### src/rtl/sifive_scope_dcache_tracker.sv
// Pairs DCache scope request/response events by tag, measures their latency in cycles,
// and queues one completed-transaction record per pair in a small output FIFO.
module sifive_scope_dcache_tracker #(
  parameter int TAG_W      = 3,
  parameter int ADDR_W     = 32,
  parameter int LAT_W      = 16,
  parameter int FIFO_DEPTH = 4
) (
  input  logic              clock,
  input  logic              reset,
  input  logic              req_valid,
  input  logic [TAG_W-1:0]  req_tag,
  input  logic [ADDR_W-1:0] req_addr,
  input  logic [4:0]        req_cmd,
  input  logic [1:0]        req_size,
  input  logic              resp_valid,
  input  logic [TAG_W-1:0]  resp_tag,
  input  logic              resp_has_data,
  output logic              out_valid,
  input  logic              out_ready,
  output logic [ADDR_W-1:0] out_addr,
  output logic [4:0]        out_cmd,
  output logic [1:0]        out_size,
  output logic              out_has_data,
  output logic [LAT_W-1:0]  out_latency,
  output logic [TAG_W:0]    outstanding,
  output logic              err_dup_tag,
  output logic              err_orphan_resp,
  output logic [7:0]        drop_count
);
  localparam int ENTRIES = 1 << TAG_W;
  localparam int PTR_W   = $clog2(FIFO_DEPTH);
  localparam int REC_W   = ADDR_W + 5 + 2 + 1 + LAT_W;

  logic [LAT_W-1:0]  now;
  logic [ENTRIES-1:0] ent_valid;
  logic [ENTRIES-1:0] ent_valid_nxt;
  logic [ADDR_W-1:0] ent_addr  [ENTRIES];
  logic [4:0]        ent_cmd   [ENTRIES];
  logic [1:0]        ent_size  [ENTRIES];
  logic [LAT_W-1:0]  ent_stamp [ENTRIES];

  logic              resp_hit;
  logic              orphan;
  logic              dup;
  logic              pop;
  logic              full;
  logic              accept;
  logic              drop;
  logic [REC_W-1:0]  rec;
  logic [REC_W-1:0]  head;
  logic [TAG_W:0]    valid_cnt_nxt;

  logic [REC_W-1:0]  fifo_mem [FIFO_DEPTH];
  logic [PTR_W-1:0]  wr_ptr;
  logic [PTR_W-1:0]  rd_ptr;
  logic [PTR_W:0]    fifo_cnt;

  // The response is resolved against the table first, so a same-tag request in
  // the same cycle sees a freed entry and never raises the duplicate flag.
  always_comb begin
    resp_hit      = resp_valid && ent_valid[resp_tag];
    orphan        = resp_valid && !ent_valid[resp_tag];
    ent_valid_nxt = ent_valid;
    if (resp_hit) ent_valid_nxt[resp_tag] = 1'b0;
    dup = req_valid && ent_valid_nxt[req_tag];
    if (req_valid) ent_valid_nxt[req_tag] = 1'b1;
    rec = {ent_addr[resp_tag], ent_cmd[resp_tag], ent_size[resp_tag], resp_has_data,
           now - ent_stamp[resp_tag]};
  end

  always_comb begin
    valid_cnt_nxt = '0;
    for (int i = 0; i < ENTRIES; i++) begin
      valid_cnt_nxt = valid_cnt_nxt + {{TAG_W{1'b0}}, ent_valid_nxt[i]};
    end
  end

  // Handshake: a record transfers on a cycle where out_valid && out_ready; while
  // out_valid is high and out_ready is low the head record is held unchanged.
  always_comb begin
    out_valid = (fifo_cnt != '0);
    full      = (fifo_cnt == (PTR_W + 1)'(FIFO_DEPTH));
    pop       = out_valid && out_ready;
    accept    = resp_hit && (!full || pop);
    drop      = resp_hit && full && !pop;
    head      = out_valid ? fifo_mem[rd_ptr] : '0;
    {out_addr, out_cmd, out_size, out_has_data, out_latency} = head;
  end

  always_ff @(posedge clock or posedge reset) begin
    if (reset) begin
      now             <= '0;
      ent_valid       <= '0;
      outstanding     <= '0;
      err_dup_tag     <= 1'b0;
      err_orphan_resp <= 1'b0;
      drop_count      <= '0;
      wr_ptr          <= '0;
      rd_ptr          <= '0;
      fifo_cnt        <= '0;
    end else begin
      now         <= now + LAT_W'(1);
      ent_valid   <= ent_valid_nxt;
      outstanding <= valid_cnt_nxt;
      if (dup) err_dup_tag <= 1'b1;
      if (orphan) err_orphan_resp <= 1'b1;
      if (drop && drop_count != 8'hFF) drop_count <= drop_count + 8'd1;
      if (accept) wr_ptr <= wr_ptr + PTR_W'(1);
      if (pop) rd_ptr <= rd_ptr + PTR_W'(1);
      if (accept && !pop) fifo_cnt <= fifo_cnt + (PTR_W + 1)'(1);
      else if (pop && !accept) fifo_cnt <= fifo_cnt - (PTR_W + 1)'(1);
    end
  end

  // Payload storage needs no reset: validity lives in ent_valid and fifo_cnt.
  always_ff @(posedge clock) begin
    if (req_valid) begin
      ent_addr[req_tag]  <= req_addr;
      ent_cmd[req_tag]   <= req_cmd;
      ent_size[req_tag]  <= req_size;
      ent_stamp[req_tag] <= now;
    end
    if (accept) fifo_mem[wr_ptr] <= rec;
  end
endmodule

### config.mk
export PLATFORM = sky130hd
export DESIGN_NAME = sifive_scope_dcache_tracker
export DESIGN_NICKNAME = d
export VERILOG_FILES = /design/src/rtl/sifive_scope_dcache_tracker.sv
export SDC_FILE = /design/constraint.sdc
export NUM_CORES = 1
export LEC_CHECK = 0
export ABC_AREA = 1
export CAP_MARGIN = 20
export CORE_UTILIZATION = 40
export DETAILED_ROUTE_END_ITERATION = 12
export PLACE_DENSITY = 0.59
export SETUP_SLACK_MARGIN = 0.5
export SYNTH_ARGS = -nofsm -noshare
export SYNTH_HDL_FRONTEND = slang
export SYNTH_SLANG_ARGS = --single-unit
### constraint.sdc
create_clock -name clock -period 12 [get_ports clock]
set_input_delay 2.4 -clock clock [delete_from_list [all_inputs] [get_ports clock]]
set_output_delay 2.4 -clock clock [all_outputs]
set_load 0.01 [all_outputs]
==> results.py <==
metrics = {
    "run_status": {
        "status": "finished, final reports clean",
    },
    "drt": {
        "wl_um": 64920,
        "dr.pass1.iters": 5,
        "num_vias": 16061,
        "ant_nets": 0,
        "drt-initial-drc-count": 1163,
        "remaining_drc_errors": 0,
        "routedWlPerCell_um": 21.67,
        "via_per_inst": 5.361,
    },
    "clock_network": {
        "ctsHoldBuffers": 0,
        "cts-root-buf": "clkbuf_16",
        "cts_setup_buffers": 0,
        "clk_latency_ps": 610,
        "clk_pin_slew_ps": 60,
        "htree_num_levels": 3,
        "cts_buffer_depth": 3,
        "cts_tree": "built",
        "cts_resized": 0,
        "clock_sinks": 709,
        "numCtsBuffers": 71,
    },
    "finish": {
        "area_delta_synth_final_pct": 16.25,
        "multi_input_area_um2": 5719,
        "layout.nets": 2146,
        "seqCellArea_um2": 21070,
        "drive_above_1_share_pct": 7.598,
        "fill_cells": 5777,
    },
    "synthesis": {
        "syn_nets": 2013,
        "yosysWarnings": 0,
        "synth_enable_flop_cells": 664,
        "ys_seq_elements": 709,
        "synth.top_cell.area_share_pct": 72.69,
        "synthTopCellsByArea": "edfxtp_1, dfrtp_1, nor2_1, nand2_1, o21ai_0",
        "synth_area_per_cell_um2": 14.21,
        "ys.flop_type": "edfxtp_1",
        "syn_area_um2": 27430,
        "ys_seq_area_share_pct": 76.79,
        "synthCells": 1931,
        "synth_top_area_cell": "edfxtp_1",
        "synthArstFlopShare_pct": 6.347,
        "synth_cell_types": 39,
    },
    "die": {
        "dieArea_um2": 69630,
        "start_util_pct": 40.63,
        "fp.coreArea_um2": 67510,
        "rows": 95,
        "io-pin-count": 122,
        "die_h_um": 263.9,
        "die_w_um": 263.9,
    },
    "placed_design": {
        "place_hpwl_um": 36260,
        "dp_slack_ps": 5186,
        "place_congestion": 0.8051,
        "port_buffers": 121,
    },
    "setup_path": {
        "path_max_fanout": 35,
        "endpoint_kind": "flip-flop",
        "required_ps": 12320,
        "crit_arrival_ps": 6520,
        "path_class": "in2reg",
        "critPathLaunchType": "primary input",
        "rr_worst_depth": 18,
    },
    "power": {
        "combPwrFrac_pct": 21.4,
        "power_density_nw_per_um2": 201.6,
        "p_seq_share_pct": 45.8,
        "p_clk_share_pct": 32.8,
        "p_sw_share_pct": 27.61,
        "ir_drop_uv": 114.8,
        "leakage_nw": 11.07,
        "internal_power_mw": 4.654,
        "power.net_switching_mw": 1.775,
    },
    "run": {
        "drv_cap": 0,
    },
    "min_path": {
        "holdPathStages": 1,
        "hp-class": "reg2reg",
    },
    "global_routing": {
        "grt_pass1_vias": 16103,
        "grt_pass1_wl_um": 98170,
        "grt_max_degree": 113,
        "grt-ovfl-total": 0,
        "grt_usage_pct": 18.71,
        "grt_antenna_before_repair": 3,
    },
    "sta": {
        "min_period_over_period_pct": 51.62,
        "final_max_slew_viol_count": 0,
        "layout_min_cycle_time_ps": 6195,
        "setup_viol": 0,
        "setup_tns_ps": 0,
        "clock.fmax_mhz": 161.4,
        "hold_slack_ps": 486.2,
        "final.setup_skew_ps": 20.70,
        "rsz0062_at_grt": "no",
        "finalHoldViolCount": 0,
        "setup_slack_ps": 5805,
        "relSlewSlack_pct": 28.72,
        "tightestPinTransition_ps": 1069,
    },
}
==> worst max-delay path: stages <==
cell and delay (ps):
clkdlybuf4s50_1 600, nor2_1 340, nand2_1 150, inv_2 410, buf_4 540, a22o_1 200
a21oi_1 40, nand4_1 90, inv_1 50, ha_1 330, a21oi_1 130, o21ai_0 150
a21boi_0 450, inv_1 120, a21o_1 200, nand2_1 60, nand2_1 60, xor2_1 170
==> cell usage after synthesis, types with 3 or more instances <==
cell / number
edfxtp_1: 664
nor2_1: 262
nand2_1: 207
o21ai_0: 141
inv_1: 95
a21oi_1: 84
a22oi_1: 66
clkbuf_1: 53
nand4_1: 50
a221oi_1: 46
dfrtp_1: 45
nand3_1: 42
a22o_1: 35
xor2_1: 29
ha_1: 25
buf_1: 17
buf_2: 16
xnor2_1: 11
fa_1: 6
inv_2: 6
o21ai_1: 4
mux2_2: 3
nor2_2: 3
==> path summary, 6_finish.rpt <==
path	endpoint	slack (ps)	start
worst max-delay path	fifo_mem[2][12]	5810	resp_tag[1]
worst min-delay path	err_orphan_resp	490	err_orphan_resp
worst max register to register	outstanding[2]	8230	ent_valid[4]
worst min register to register	err_orphan_resp	490	err_orphan_resp
max in group asynchronous	rd_ptr[0]	9210	reset
min in group asynchronous	outstanding[0]	2280	reset
==> power groups by stage <==
stage | combinational (mW) | sequential (mW) | clock (mW)
after floorplan | 0.754 | 2.98 | 0
after global placement | 1.38 | 2.99 | 0
after detailed placement | 1.39 | 3.00 | 0
after CTS | 1.40 | 2.94 | 2.15
after global routing | 1.52 | 2.96 | 2.24
final | 1.38 | 2.94 | 2.11
==> cells by family (layout without fill, tap and decap cells) <==
kind of cell / Yosys count / in the layout / share of synthesized area (%)
muxes: 3 / 3 / 0.1231
other: 0 / 4 / 0
AOI/OAI and AO/OA: 383 / 383 / 8.831
xor gates and xnor gates: 40 / 40 / 1.277
and+or+nand+nor: 576 / 576 / 8.712
buffers and inverters: 189 / 377 / 2.687
adders and majority gates: 31 / 31 / 1.578
DFF: 709 / 709 / 76.79
==> state kept, by name (all words and copies together), names as in the netlist <==
name	cells
fifo_mem	224
ent_size	16
drop_count	8
wr_ptr	2
fifo_cnt	3
now	16
ent_cmd	40
err_dup_tag	1
rd_ptr	2
ent_valid	8
outstanding	4
ent_addr	256
err_orphan_resp	1
ent_stamp	128
==> per-layer routing <==
metal / vias to the layer above / routed length, µm / global-route usage [%]
li1: 7395 / - / -
met4: 0 / 1176 / 5.641
met3: 79 / 3528 / 2.983
met5: - / 0 / 0
met1: 8137 / 29710 / 26.43
met2: 450 / 30510 / 29.85
==> stage by stage <==
stage                     utilization (%)  cells  cell area, µm²  power [mW]
final                               47.23   2996           31890       6.429
after detailed placement            43.95   2864           29670       4.391
after floorplan                         -   1931           27430       3.735
after global routing                47.23   2995           31890       6.719
after global placement              43.95   2864           29670       4.367
after CTS                           47.22   2992           31880       6.490
==> area by class of cell <==
cell class / count / share of cell area, %
Clock buffer: 93 / 6.031
Inverter: 101 / 1.189
Antenna cell: 4 / 0.03139
Sequential cell: 709 / 66.08
Timing Repair Buffer: 148 / 4.434
Tap cell: 873 / 3.425
Clock inverter: 35 / 0.8789
Multi-Input combinational cell: 1033 / 17.94
==> placed cells by master, fill, tap and decap left out, types with 42 or more instances in the layout <==
| master | instances |
|---|---|
| edfxtp_1 | 664 |
| nand2_1 | 207 |
| a21oi_1 | 84 |
| a22oi_1 | 66 |
| clkbuf_16 | 74 |
| a221oi_1 | 46 |
| o21ai_0 | 141 |
| nor2_1 | 250 |
| inv_1 | 87 |
| nand3_1 | 42 |
| clkdlybuf4s50_1 | 121 |
| nand4_1 | 50 |
| dfrtp_1 | 43 |
(Power assumes the default switching activity.)
